`config.mk`:
```
export PLATFORM = sky130hd
export DESIGN_NAME = rr_group_arbiter_hs
export DESIGN_NICKNAME = d
export VERILOG_FILES = /design/src/rtl/rr_group_arbiter_hs.sv
export SDC_FILE = /design/constraint.sdc
export NUM_CORES = 1
export LEC_CHECK = 0
export CAP_MARGIN = 20
export CORE_ASPECT_RATIO = 1.1
export CORE_MARGIN = 5
export CORE_UTILIZATION = 50
export DETAILED_ROUTE_END_ITERATION = 12
export GPL_TIMING_DRIVEN = 0
export HOLD_SLACK_MARGIN = 0.06
export PLACE_DENSITY = 0.74
export SYNTH_ARGS = -nofsm -noshare
export SYNTH_HDL_FRONTEND = slang
export SYNTH_SLANG_ARGS = --single-unit
```
`constraint.sdc`:
```
create_clock -name clk_i -period 2.3 [get_ports clk_i]
set_input_delay 0.345 -clock clk_i [delete_from_list [all_inputs] [get_ports clk_i]]
set_output_delay 0.345 -clock clk_i [all_outputs]
set_load 0.01 [all_outputs]
```
`src/rtl/rr_group_arbiter_hs.sv`:
```
// Round-robin group arbiter with grant/acknowledge handshake: snapshots a request group,
// grants each member once from a rotating start point. Optional forced drop: RR_ARB_TIMEOUT_EN.
module rr_group_arbiter_hs #(
  parameter int N_REQ   = 4,
  parameter int ADDR_W  = (N_REQ > 1) ? $clog2(N_REQ) : 1,
  parameter int TIMEOUT = 15
) (
  input  logic              clk_i,
  input  logic              reset_i,
  input  logic              enable_i,
  input  logic              refresh_i,
  input  logic [N_REQ-1:0]  req_i,
  input  logic              gnt_ack_i,
  output logic [N_REQ-1:0]  gnt_o,
  output logic              gnt_valid_o,
  output logic [ADDR_W-1:0] xadd_o,
  output logic              grp_release_o,
  output logic              busy_o,
  output logic              timeout_o
);

  typedef enum logic [1:0] {IDLE, GRANT, RELEASE} state_t;

  state_t            state, state_next;
  logic [N_REQ-1:0]  pend, pend_next;
  logic [N_REQ-1:0]  gnt, gnt_next;
  logic [ADDR_W-1:0] ptr, ptr_next;
  logic [ADDR_W-1:0] xadd, xadd_next;
  logic              gnt_valid, gnt_valid_next;
  logic              release_q, release_next;

  logic [N_REQ-1:0]  kept, rest;
  logic [ADDR_W-1:0] next_ptr, pick_idx;
  logic              drained, accept, expire;

  // First set bit of vec at or above start, wrapping past the top channel.
  function automatic logic [ADDR_W-1:0] find_next(input logic [N_REQ-1:0] vec,
                                                  input logic [ADDR_W-1:0] start);
    logic [ADDR_W-1:0] result;
    logic [N_REQ-1:0]  shifted;
    logic              found;
    int                pos;
    result = '0;
    found  = 1'b0;
    for (int k = 0; k < N_REQ; k++) begin
      pos     = (int'(start) + k) % N_REQ;
      shifted = vec >> pos;
      if (!found && shifted[0]) begin
        found  = 1'b1;
        result = ADDR_W'(pos);
      end
    end
    return result;
  endfunction

  function automatic logic [N_REQ-1:0] to_onehot(input logic [ADDR_W-1:0] idx);
    return N_REQ'(1) << idx;
  endfunction

  function automatic logic [ADDR_W-1:0] wrap_inc(input logic [ADDR_W-1:0] idx);
    return (int'(idx) + 1 >= N_REQ) ? '0 : ADDR_W'(int'(idx) + 1);
  endfunction

  // The granted bit survives a withdrawn request; it only leaves on acceptance.
  assign kept     = pend & (req_i | gnt);
  assign rest     = kept & ~gnt;
  assign drained  = ~|(pend & req_i);
  assign next_ptr = wrap_inc(xadd);
  assign pick_idx = (state == IDLE) ? find_next(req_i, ptr) : find_next(rest, next_ptr);
  assign accept   = gnt_ack_i | expire;

`ifdef RR_ARB_TIMEOUT_EN
  localparam int CNT_W = (TIMEOUT > 1) ? $clog2(TIMEOUT) : 1;

  logic [CNT_W-1:0] wait_cnt, wait_cnt_next;

  assign expire    = (state == GRANT) && !gnt_ack_i && (wait_cnt == CNT_W'(TIMEOUT - 1));
  assign timeout_o = expire && enable_i && !reset_i && !refresh_i;

  always_comb begin
    wait_cnt_next = wait_cnt;
    if (enable_i) begin
      if (state == GRANT && !accept && !drained)
        wait_cnt_next = wait_cnt + CNT_W'(1);
      else
        wait_cnt_next = '0;
    end
  end

  always_ff @(posedge clk_i) begin
    if (reset_i || refresh_i)
      wait_cnt <= '0;
    else
      wait_cnt <= wait_cnt_next;
  end
`else
  assign expire    = 1'b0;
  assign timeout_o = 1'b0;
`endif

  always_comb begin
    state_next     = state;
    pend_next      = pend;
    gnt_next       = gnt;
    ptr_next       = ptr;
    xadd_next      = xadd;
    gnt_valid_next = gnt_valid;
    release_next   = release_q;
    if (enable_i) begin
      case (state)
        IDLE: begin
          release_next = 1'b0;
          if (|req_i) begin
            pend_next      = req_i;
            gnt_next       = to_onehot(pick_idx);
            xadd_next      = pick_idx;
            gnt_valid_next = 1'b1;
            state_next     = GRANT;
          end
        end
        GRANT: begin
          if (accept) begin
            ptr_next = next_ptr;
            if (|rest) begin
              pend_next = rest;
              gnt_next  = to_onehot(pick_idx);
              xadd_next = pick_idx;
            end else begin
              pend_next      = '0;
              gnt_next       = '0;
              gnt_valid_next = 1'b0;
              release_next   = 1'b1;
              state_next     = RELEASE;
            end
          end else if (drained) begin
            pend_next      = '0;
            gnt_next       = '0;
            gnt_valid_next = 1'b0;
            release_next   = 1'b1;
            state_next     = RELEASE;
          end else begin
            pend_next = kept;
          end
        end
        RELEASE: begin
          release_next = 1'b0;
          state_next   = IDLE;
        end
        default: begin
          state_next = IDLE;
        end
      endcase
    end
  end

  // Refresh aborts the group exactly like reset, without a release pulse.
  always_ff @(posedge clk_i) begin
    if (reset_i || refresh_i) begin
      state     <= IDLE;
      pend      <= '0;
      gnt       <= '0;
      ptr       <= '0;
      xadd      <= '0;
      gnt_valid <= 1'b0;
      release_q <= 1'b0;
    end else begin
      state     <= state_next;
      pend      <= pend_next;
      gnt       <= gnt_next;
      ptr       <= ptr_next;
      xadd      <= xadd_next;
      gnt_valid <= gnt_valid_next;
      release_q <= release_next;
    end
  end

  assign gnt_o         = gnt;
  assign gnt_valid_o   = gnt_valid;
  assign xadd_o        = xadd;
  assign grp_release_o = release_q;
  assign busy_o        = (state != IDLE);

endmodule
```
### Word-level counts from Yosys, hierarchy flattened

Cells that the tools add are included.
W data, S select, Z words.

* word-level logic and storage cells: 120
* bits in writable memories: 0
* ROM bits: 0
* bits in latches: 0
* memories kept: 0
* output and inout bits: 10
* bits of input ports: 9
* register bits after elaboration: 16

* add/sub/neg operators: 7
* shifts and indexed selects: 9
* equality and inequality tests: 7
* bitwise logic cells: 11
* multipliers: 0
* muxes and demuxes: 44
* div/mod/pow operators: 0
* order comparisons: 1
* reduce and logical (&&, ||, !) cells: 34

Operators with widths (count)
* $shr A4 B32 Y1: 6
* $mux W2: 17
* $ge A32 B4 Y1 const B: 1
* $mux W4: 8
* $pmux W4 S2: 2
* $reduce_or A2 Y1: 7
* $mux W1: 13
* $and A4 B4 Y4: 3
* $reduce_and A4 Y1: 3
* $reduce_or A4 Y1: 3
* $reduce_and A5 Y1: 2
* $add A2 B2 Y2 const B: 4
* $pmux W2 S2: 2
* $shr A4 B2 Y1: 2
* $and A1 B1 Y1 const A: 6
* $logic_and A1 B1 Y1: 6
* $logic_not A1 Y1: 6
* $ne A3 B3 Y1 const B: 2
* $reduce_and A3 Y1: 2
* $reduce_bool A2 Y1: 3
* $add A2 B1 Y2 const B: 2
* $ne A2 B2 Y1 const B: 2
* $not A4 Y4: 1
* $or A4 B4 Y4: 1
* other kinds (8): 9

### Depth between registers and ports, before layout

Gate-level depths: netlist (run 1).

* word-level depth: 20
* depth in mapped cells: 6
* mapped depth without buffers: 6

### Least setup slack after synthesis (run 1)

OpenSTA, ideal clock, no wires.

* kind: register to register
* start: register xadd[0], in the netlist xadd_o[0]
* end: register gnt[0], in the netlist gnt_o[0]
* library setup time: 87 ps
* required time: 2213 ps
* buffers on the path: 0
* period minus slack after synthesis: 1757 ps
* stages on the path, launching flop included: 7
* arrival time: 1670 ps
* slack: 543 ps
* path through: dfxtp_1 -> ha_1 -> o21bai_1 -> o221ai_1 -> a31oi_1 -> or3_1 -> o31ai_1

* longest elaborated chain between the ends: 20
* elaborated cells on any way between the ends: 35

Ends and longest elaborated chain
* from (decl): line 28 `logic [ADDR_W-1:0] xadd, xadd_next;`
* from (signal assigned): line 171 `xadd <= xadd_next;`
* $add A2 B1 Y3 (*): line 61 `return (int'(idx) + 1 >= N_REQ) ? '0 : ADDR_W'(int'(idx) + 1);`
* $ge A32 B4 Y1: line 61
* $mux W2 (*): line 61
* via next_ptr[1]: line 33 `logic [ADDR_W-1:0] next_ptr, pick_idx;`
* $add A2 B1 Y2: line 46 `pos = (int'(start) + k) % N_REQ;`
* $reduce_or A2 Y1 (no source line)
* $and A1 B1 Y1 (no source line)
* $shr A4 B32 Y1: line 47 `shifted = vec >> pos;`
* (+5 left out)
* $logic_not A1 Y1: line 48 `if (!found && shifted[0]) begin`
* $logic_and A1 B1 Y1: line 48
* $mux W2 (*): line 48
* $mux W2 (*): line 69 `assign pick_idx = (state == IDLE) ? find_next(req_i, ptr) : find_next(rest, next_ptr);`
* $shl A1 B2 Y4 (*): line 57 `return N_REQ'(1) << idx;`
* $mux W4: line 124 `if (|rest) begin`
* $mux W4: line 122 `if (accept) begin`
* $pmux W4 S2 (*): line 110 `case (state)`
* to (signal assigned): line 169 `gnt <= gnt_next;`
* to (decl): line 26 `logic [N_REQ-1:0] gnt, gnt_next;`

Mark *: on every way through the listed nets, which the timed path passes. The rest lies on a longest branch. The select of a mux whose other input is x is not followed.
A chain may end at the register's enable or synchronous reset.

### Worst setup path after layout (run 1)

* start: input req_i[3]
* end: register state[0]

* longest elaborated chain between the ends: 6
* elaborated cells on any way between the ends: 11

Ends and longest elaborated chain
* from (decl): line 12 `input logic [N_REQ-1:0] req_i,`
* $or A4 B4 Y4: line 65 `assign kept = pend & (req_i | gnt);`
* $and A4 B4 Y4: line 65
* $and A4 B4 Y4: line 66 `assign rest = kept & ~gnt;`
* $reduce_or A4 Y1: line 124
* $ne A3 B3 Y1 (no source line)
* $reduce_and A4 Y1 (no source line) (*)
* to (signal assigned): line 167 `state <= state_next;`
* to (decl): line 24 `state_t state, state_next;`

Mark *: on every way between the ends. The rest lies on a longest branch, timed or not.

==> summary.md, run 1 <==
| Metric | Value |
|---|---|
| Critical path type | input pin to flip-flop |
| Met2 Routed Length | 1.37 mm |
| Count of cell types in the netlist | 49 |
| Final Setup Violations | 0 |
| Vias in the first global route | 1044 |
| Synth Instances | roughly 130 |
| Vias per cell | 6.28 |
| Htree depth | 1 |
| Clk_skew | 0.00523 ns |
| Highest Signal Layer | met4 |
| Power density cells | 439 nW/um2 |
| DRC | 0 |
| Mean area per synthesized cell | 8.55 um2 |
| Setup ws final | around 0.21 ns |
| Total gr overflow | 0 |
| Clk Latency, worst-skew pair | 0.29 ns |
| Chip Width | 54.4 um |
| Hold path startpoint | req_i[0] |
| Sw Ratio | 29.0% |
| Unrepaired setup endpoints after global routing | false |
| Drt pass-1 iters | 4 |
| Number of max-cap violations | 0 |
| Final Hold Fails | 0 |
| R2R depth | 6 |
| Root buffer cell | clkbuf_4 |
| Drt first-iter violations | 47 |
| Utilization after layout | 63.8% |
| DR WL/cell | 15.8 um |
| Post-synth EDFFs | 0 |
| Detail Route Antenna Nets | 0 |
| P_int | between 400 and 500 uW |
| Hold Path Class | input pin to flip-flop |
| RD Place Congestion | 0.834 |
| Cts repair resizes | 0 |
| Crit path launch | req_i[3] |
| Run status | completed |
| Area Overhead vs Synth | 20.0% |
| Vias after detailed routing | between 1000 and 1500 |
| Post-CTS Setup Inserts | 0 |
| Period utilisation layout | between 90 and 100% |
| Synth Warn # | 0 |
| CP Launch Type | input pin |
| Detailed placer's ending HPWL | 2.11 mm |
| Crit-path max FO | 8 |
| Layout cells sized above 1 | 13.7% |
| Commonest cells after routing, fill and taps aside | dfxtp_1 (16), clkdlybuf4s50_1 (16), nor2_1 (12), inv_1 (7), a21oi_1 (7) |
| Yosys reg bits | 16 |
| Critical path's top delay family | simple AND/OR/NAND/NOR gates |
| Worst path max stage delay | 0.54 ns |
| Reg-to-reg slack, setup | about 0.42 ns |
| Syn_nets | around 140 |
| Top_reg_cell synth | dfxtp_1 |
| Largest net degree at the start of global routing | 11 |
| CP max stage cell | clkdlybuf4s50_1 |
| Mapped Area | 1090 um2 |
| Clock power frac | between 20 and 30% |
| Peak supply drop | 311 uV |
| Core area | 2040 um2 |
| Num CTS Buffers | 3 |
| Initial Utilization | 53.2% |
| Final non-filler cell total | 174 |
| FF-to-FF Start | xadd_o[0]$_SDFFE_PP0P_ |
| Post-synthesis async set-or-reset flop share | 0% |
| Max clock buf depth | 2 |
| CP Capture Type | flip-flop |
| Post-layout nets | about 160 |
| Place WS | -0.0844 ns |
| Normalized max-slew margin | 56.7% |
| Final Critical Period | about 2.1 ns |
| Fmax achieved | around 480 MHz |
| Slew @ Worst Pin | around 0.65 ns |
| Fillers | 186 |
| Post-cts hold buffer count | 0 |
| CP Cell Sequence | clkdlybuf4s50_1 -> and3b_2 -> nor4_4 -> o211ai_4 -> or3b_1 -> a21oi_1 |
| CTS tree | done |
| # placed instances | 171 |
| Antenna violations before repair | 0 |
| First-pass GRT wire length | 4.78 mm |
| Sequential power share | around 51% |
| Standard-cell row count | 17 |
| Worst R2R End | gnt_o[3]$_SDFFE_PP0P_ |
| Met3 wire length | 175 um |
| Leakage | 0.463 nW |
| Bufs and invs on worst path | 1 |
| Diode count | 0 |
| Top Ports | 19 |
| Hold Path Sink | pend[0]$_SDFFE_PP0P_ |
| DRT met1 WL | about 1.1 mm |
| Clock-pin slew on the worst setup and hold paths | 0.09 ns |
| Overall routing resource usage | 20.2% |
| CTS sink cnt | 16 |
| Critical Path AT | 2.31 ns |
| PortBufs | 16 |
| Worst Path Required | ~2.5 ns |
| WHS Path Cells | 4 |
| Final wirelength | 2.75 mm |
| Sw power | 166 uW |
| Die ar. | 3210 um2 |
| Sequential share of the synthesized area | 29.5% |
| Slew Limit Fails | 0 |
| Die Y | about 59 um |
| Hold Slack | 0.441 ns |
| Gate power share | between 20 and 25% |
worst max path at each step:
| stage | cells past startpoint | end |
|---|---|---|
| after floorplan | 6 | gnt_o[0]$_SDFFE_PP0P_ |
| after global placement | 6 | gnt_valid_o$_SDFFE_PP0P_ |
| after detailed placement | 6 | state[0]$_SDFFE_PP0P_ |
| after CTS | 6 | state[0]$_SDFFE_PP0P_ |
| after global routing | 7 | gnt_o[1]$_SDFFE_PP0P_ |
| final | 6 | state[0]$_SDFFE_PP0P_ |
cell families (layout without fill, tap and decap cells):
group | count (synthesis) | in the layout | synth area share, %
DFF | 16 | 16 | 29.5
buffers and inverters | 12 | 31 | 6.34
and+or+nand+nor | 49 | 49 | 28.2
other | 1 | 1 | 0.345
adders and majority gates | 1 | 1 | 1.15
muxes | 3 | 3 | 2.77
AOI/OAI and AO/OA | 45 | 45 | 31.7
cell usage after synthesis (all sizes together) (3+ instances only):
cell type,number,share of area [%]
dfxtp,16,29
nor2,12,4.1
o21ai,8,5.1
a21oi,7,3.2
inv,7,2.4
nand2,6,2.1
a211oi,5,3.5
a31oi,5,2.9
nand3,5,2.3
o31ai,5,3.5
and3b,4,3.8
or3,4,2.3
buf,3,2.8
mux2i,3,2.8
nand3b,3,2.1
o311ai,3,2.4
final cells by class:
class | count | area, um2 | share of cell area, %
clock buffer | 3 | 22.5 | 1.73
buffer | 5 | 42.5 | 3.26
timing repair buffer | 16 | 160 | 12.3
multi-input combinational | 99 | 697 | 53.5
tap | 28 | 35.0 | 2.69
inverter | 7 | 26.3 | 2.02
sequential | 16 | 320 | 24.6
registers in the layout (all words and copies together), names as in the netlist:
| register | flops |
|---|---|
| xadd_o | 2 |
| pend | 4 |
| gnt_valid_o | 1 |
| grp_release_o | 1 |
| state | 2 |
| ptr | 2 |
| gnt_o | 4 |
layer usage:
| metal | vias to the layer above | GRT usage [%] |
|---|---|---|
| li1 | 527 | - |
| met1 | 512 | 26.9 |
| met2 | 43 | 30.8 |
| met3 | 10 | 3.29 |
| met4 | 0 | 9.96 |
| met5 | - | 0 |
power by group through the flow:
stage / logic, mW / registers [mW] / clock network (mW)
final: 0.131 / 0.294 / 0.147
after global routing: 0.144 / 0.296 / 0.158
after global placement: 0.127 / 0.300 / 0
after detailed placement: 0.129 / 0.301 / 0
after CTS: 0.130 / 0.294 / 0.152
after floorplan: 0.0795 / 0.301 / 0
through the flow:
step	power, mW	TNS (ns)	instance area [um2]
after floorplan	0.381	0	1090
after global placement	0.428	-0.0747	1280
after detailed placement	0.430	-0.253	1280
after CTS	0.577	0	1300
after global routing	0.598	0	1300
final	0.573	0	1300
worst min-delay path, stage by stage:
cell,delay [ns]
buf_6,0.12
inv_1,0.06
or3_1,0.10
a31oi_1,0.06
Power figures use the tool's default switching activity.
==> run 2, diff against run 1 <==
--- a/config.mk
+++ b/config.mk
@@ -12,7 +12,7 @@
 export DETAILED_ROUTE_END_ITERATION = 12
 export GPL_TIMING_DRIVEN = 0
 export HOLD_SLACK_MARGIN = 0.06
-export PLACE_DENSITY = 0.74
+export PLACE_DENSITY = 0.8
 export SYNTH_ARGS = -nofsm -noshare
 export SYNTH_HDL_FRONTEND = slang
 export SYNTH_SLANG_ARGS = --single-unit
==> constraint.sdc (replaced) <==
create_clock -name clk_i -period 2.3 [get_ports clk_i]
set_input_delay 0.46 -clock clk_i [delete_from_list [all_inputs] [get_ports clk_i]]
set_output_delay 0.46 -clock clk_i [all_outputs]
set_load 0.01 [all_outputs]
==> run 2 against run 1 <==
Sequential share of layout area shrank 0.094 points. Setup slack got worse by 0.14 ns. Clock power is essentially flat. Register-to-register slack worse by 0.07 ns. Global-route usage fell by 0.27 points. Largest power group unchanged.
==> summary.md, run 2 (synthesized netlist as in run 1, its figures left out) <==
| Metric | Value |
|---|---|
| Run status | completed (unchanged) |
| Final Critical Period | 2.23 ns (was 2.09 ns) |
| Detailed placer's ending HPWL | 2.16 mm (was 2.11 mm) |
| Reg-to-reg slack, setup | 0.35 ns (was 0.42 ns) |
| Largest net degree at the start of global routing | 11 (unchanged) |
| Overall routing resource usage | 19.9% (was 20.2%) |
| Slew @ Worst Pin | 0.530 ns (was 0.645 ns) |
| Vias in the first global route | 1068 (was 1044) |
| Worst R2R End | gnt_o[0]$_SDFFE_PP0P_ (was gnt_o[3]$_SDFFE_PP0P_) |
| Drt first-iter violations | 28 (was 47) |
| Period utilisation layout | 97.0% (was 90.7%) |
| CTS tree | done (unchanged) |
| DR WL/cell | 16.4 um (was 15.8 um) |
| Die ar. | 3210 um2 (unchanged) |
| Initial Utilization | 53.2% (unchanged) |
| DRC | 0 (unchanged) |
| Post-DP Area | 1280 um2 (unchanged) |
| Vias per cell | 6.29 (was 6.28) |
| Drt pass-1 iters | 4 (unchanged) |
| Area Overhead vs Synth | 20.5% (was 20.0%) |
| PortBufs | 16 (unchanged) |
| Root buffer cell | clkbuf_4 (unchanged) |
| Core area | 2040 um2 (unchanged) |
| Critical Path AT | 2.44 ns (was 2.31 ns) |
| WHS Path Cells | 2 (was 4) |
| Standard-cell row count | 17 (unchanged) |
| Clk_skew | 0.00385 ns (was 0.00523 ns) |
| Commonest cells after routing, fill and taps aside | dfxtp_1 (16), clkdlybuf4s50_1 (16), nor2_1 (12), inv_1 (7), a21oi_1 (7) (unchanged) |
| Critical path type | input pin to flip-flop (unchanged) |
| Final Setup Violations | 0 (unchanged) |
| Clock-pin slew on the worst setup and hold paths | 0.09 ns (about the same) |
| Worst Path Required | 2.51 ns (was 2.52 ns) |
| Detail Route Antenna Nets | 0 (unchanged) |
| Post-CTS Setup Inserts | 0 (unchanged) |
| Total gr overflow | 0 (unchanged) |
| CP Capture Type | flip-flop (unchanged) |
| Final wirelength | 2.85 mm (was 2.75 mm) |
| Top Ports | 19 (unchanged) |
| Leakage | 0.464 nW (was 0.463 nW) |
| Hold Path Class | flip-flop to flip-flop (was input pin to flip-flop) |
| Final Hold Fails | 0 (unchanged) |
| Layout cells sized above 1 | 14.4% (was 13.7%) |
| Num CTS Buffers | 3 (unchanged) |
| Htree depth | 1 (unchanged) |
| Chip Width | 54.4 um (unchanged) |
| CP Launch Type | input pin (unchanged) |
| Fmax achieved | 448 MHz (was 479 MHz) |
| Number of max-cap violations | 0 (unchanged) |
| CTS sink cnt | 16 (unchanged) |
| Fillers | 196 (was 186) |
| Crit path launch | req_i[2] (was req_i[3]) |
| Crit path capture | gnt_valid_o$_SDFFE_PP0P_ (was state[0]$_SDFFE_PP0P_) |
| Peak supply drop | 323 uV (was 311 uV) |
| Post-layout nets | 158 (unchanged) |
| Vias after detailed routing | 1095 (was 1092) |
| Crit-path max FO | 8 (unchanged) |
| Unrepaired setup endpoints after global routing | false (unchanged) |
| Diode count | 0 (unchanged) |
| Clk Latency, worst-skew pair | 0.28 ns (was 0.29 ns) |
| Max clock buf depth | 2 (unchanged) |
| Normalized max-slew margin | 64.5% (was 56.7%) |
| Slew Limit Fails | 0 (unchanged) |
| RD Place Congestion | 0.881 (was 0.834) |
| Cell area after layout | 1310 um2 (was 1300 um2) |
| Hold Slack | 0.504 ns (was 0.441 ns) |
| Die Y | 58.9 um (unchanged) |
| Antenna violations before repair | 0 (unchanged) |
| FF-to-FF Start | xadd_o[0]$_SDFFE_PP0P_ (unchanged) |
| Power density cells | 436 nW/um2 (was 439 nW/um2) |
| First-pass GRT wire length | 4.75 mm (was 4.78 mm) |
| Final non-filler cell total | 174 (unchanged) |
| Tot Pwr | 571 uW (was 573 uW) |
| R2R depth | 6 (unchanged) |
| # placed instances | 171 (unchanged) |
-- run 2: cell counts in the layout (fill, tap and decap cells not counted) --
No cell type changed its count.
-- run 2: layout make-up --
cell class	instances	area [um2]	area share [%]
multi-input cells	99	702	53.6
flip-flops and latches	16	320	24.5
repair buffers	16	160	12.2
plain buffers	5	42.5	3.25
well taps	28	35.0	2.68
inverters	7	26.3	2.01
clock buffers	3	22.5	1.72
-- run 2: worst min-delay path by stage --
| stage | to | slack [ns] | startpoint |
|---|---|---|---|
| 2_1_floorplan | pend[1]$_SDFFE_PP0P_ | 0.48 | pend[1]$_SDFFE_PP0P_ |
| 6_report | gnt_valid_o$_SDFFE_PP0P_ | 0.50 | gnt_valid_o$_SDFFE_PP0P_ |
| 4_1_cts | gnt_valid_o$_SDFFE_PP0P_ | 0.51 | gnt_valid_o$_SDFFE_PP0P_ |
| 3_3_place_gp | gnt_valid_o$_SDFFE_PP0P_ | 0.47 | gnt_valid_o$_SDFFE_PP0P_ |
| 5_1_grt | gnt_o[2]$_SDFFE_PP0P_ | 0.55 | gnt_o[2]$_SDFFE_PP0P_ |
| 3_5_place_dp | gnt_valid_o$_SDFFE_PP0P_ | 0.50 | gnt_valid_o$_SDFFE_PP0P_ |
-- run 2: worst max-delay path: stages --
cell and delay, ns:
clkdlybuf4s50_1 0.52, and3b_1 0.24, buf_6 0.14, nor4_4 0.38, o211ai_4 0.17, or3b_1 0.40
a21oi_1 0.13
-- run 2: stage by stage --
stage          setup slack (ns)  TNS [ns]  utilization (%)
2_1_floorplan             0.460         0                -
3_3_place_gp             -0.123    -0.833             62.7
3_5_place_dp             -0.195     -1.37             62.7
4_1_cts                  0.0942         0             63.8
5_1_grt                 0.00610         0             64.1
6_report                 0.0700         0             64.1
-- run 2: power by group --
| part | internal [mW] | switching, mW | total, mW | leakage, nW |
|---|---|---|---|---|
| clock network | 0.0607 | 0.0833 | 0.144 | 0.0138 |
| logic | 0.0606 | 0.0716 | 0.132 | 0.320 |
| registers | 0.285 | 0.00939 | 0.295 | 0.130 |
-- run 2: repair_timing --
action	4_1_cts	5_1_grt
gates resized for setup	0	1
hold buffers	0	0
setup endpoints to repair	0	4
-- run 2: routing by layer --
metal	global-route usage, %	share of wire, %	vias up
met3	3.80	4.9	10
met2	31.6	49	35
met5	0	0	-
met4	10.7	2.2	0
li1	-	-	528
met1	24.7	44	522
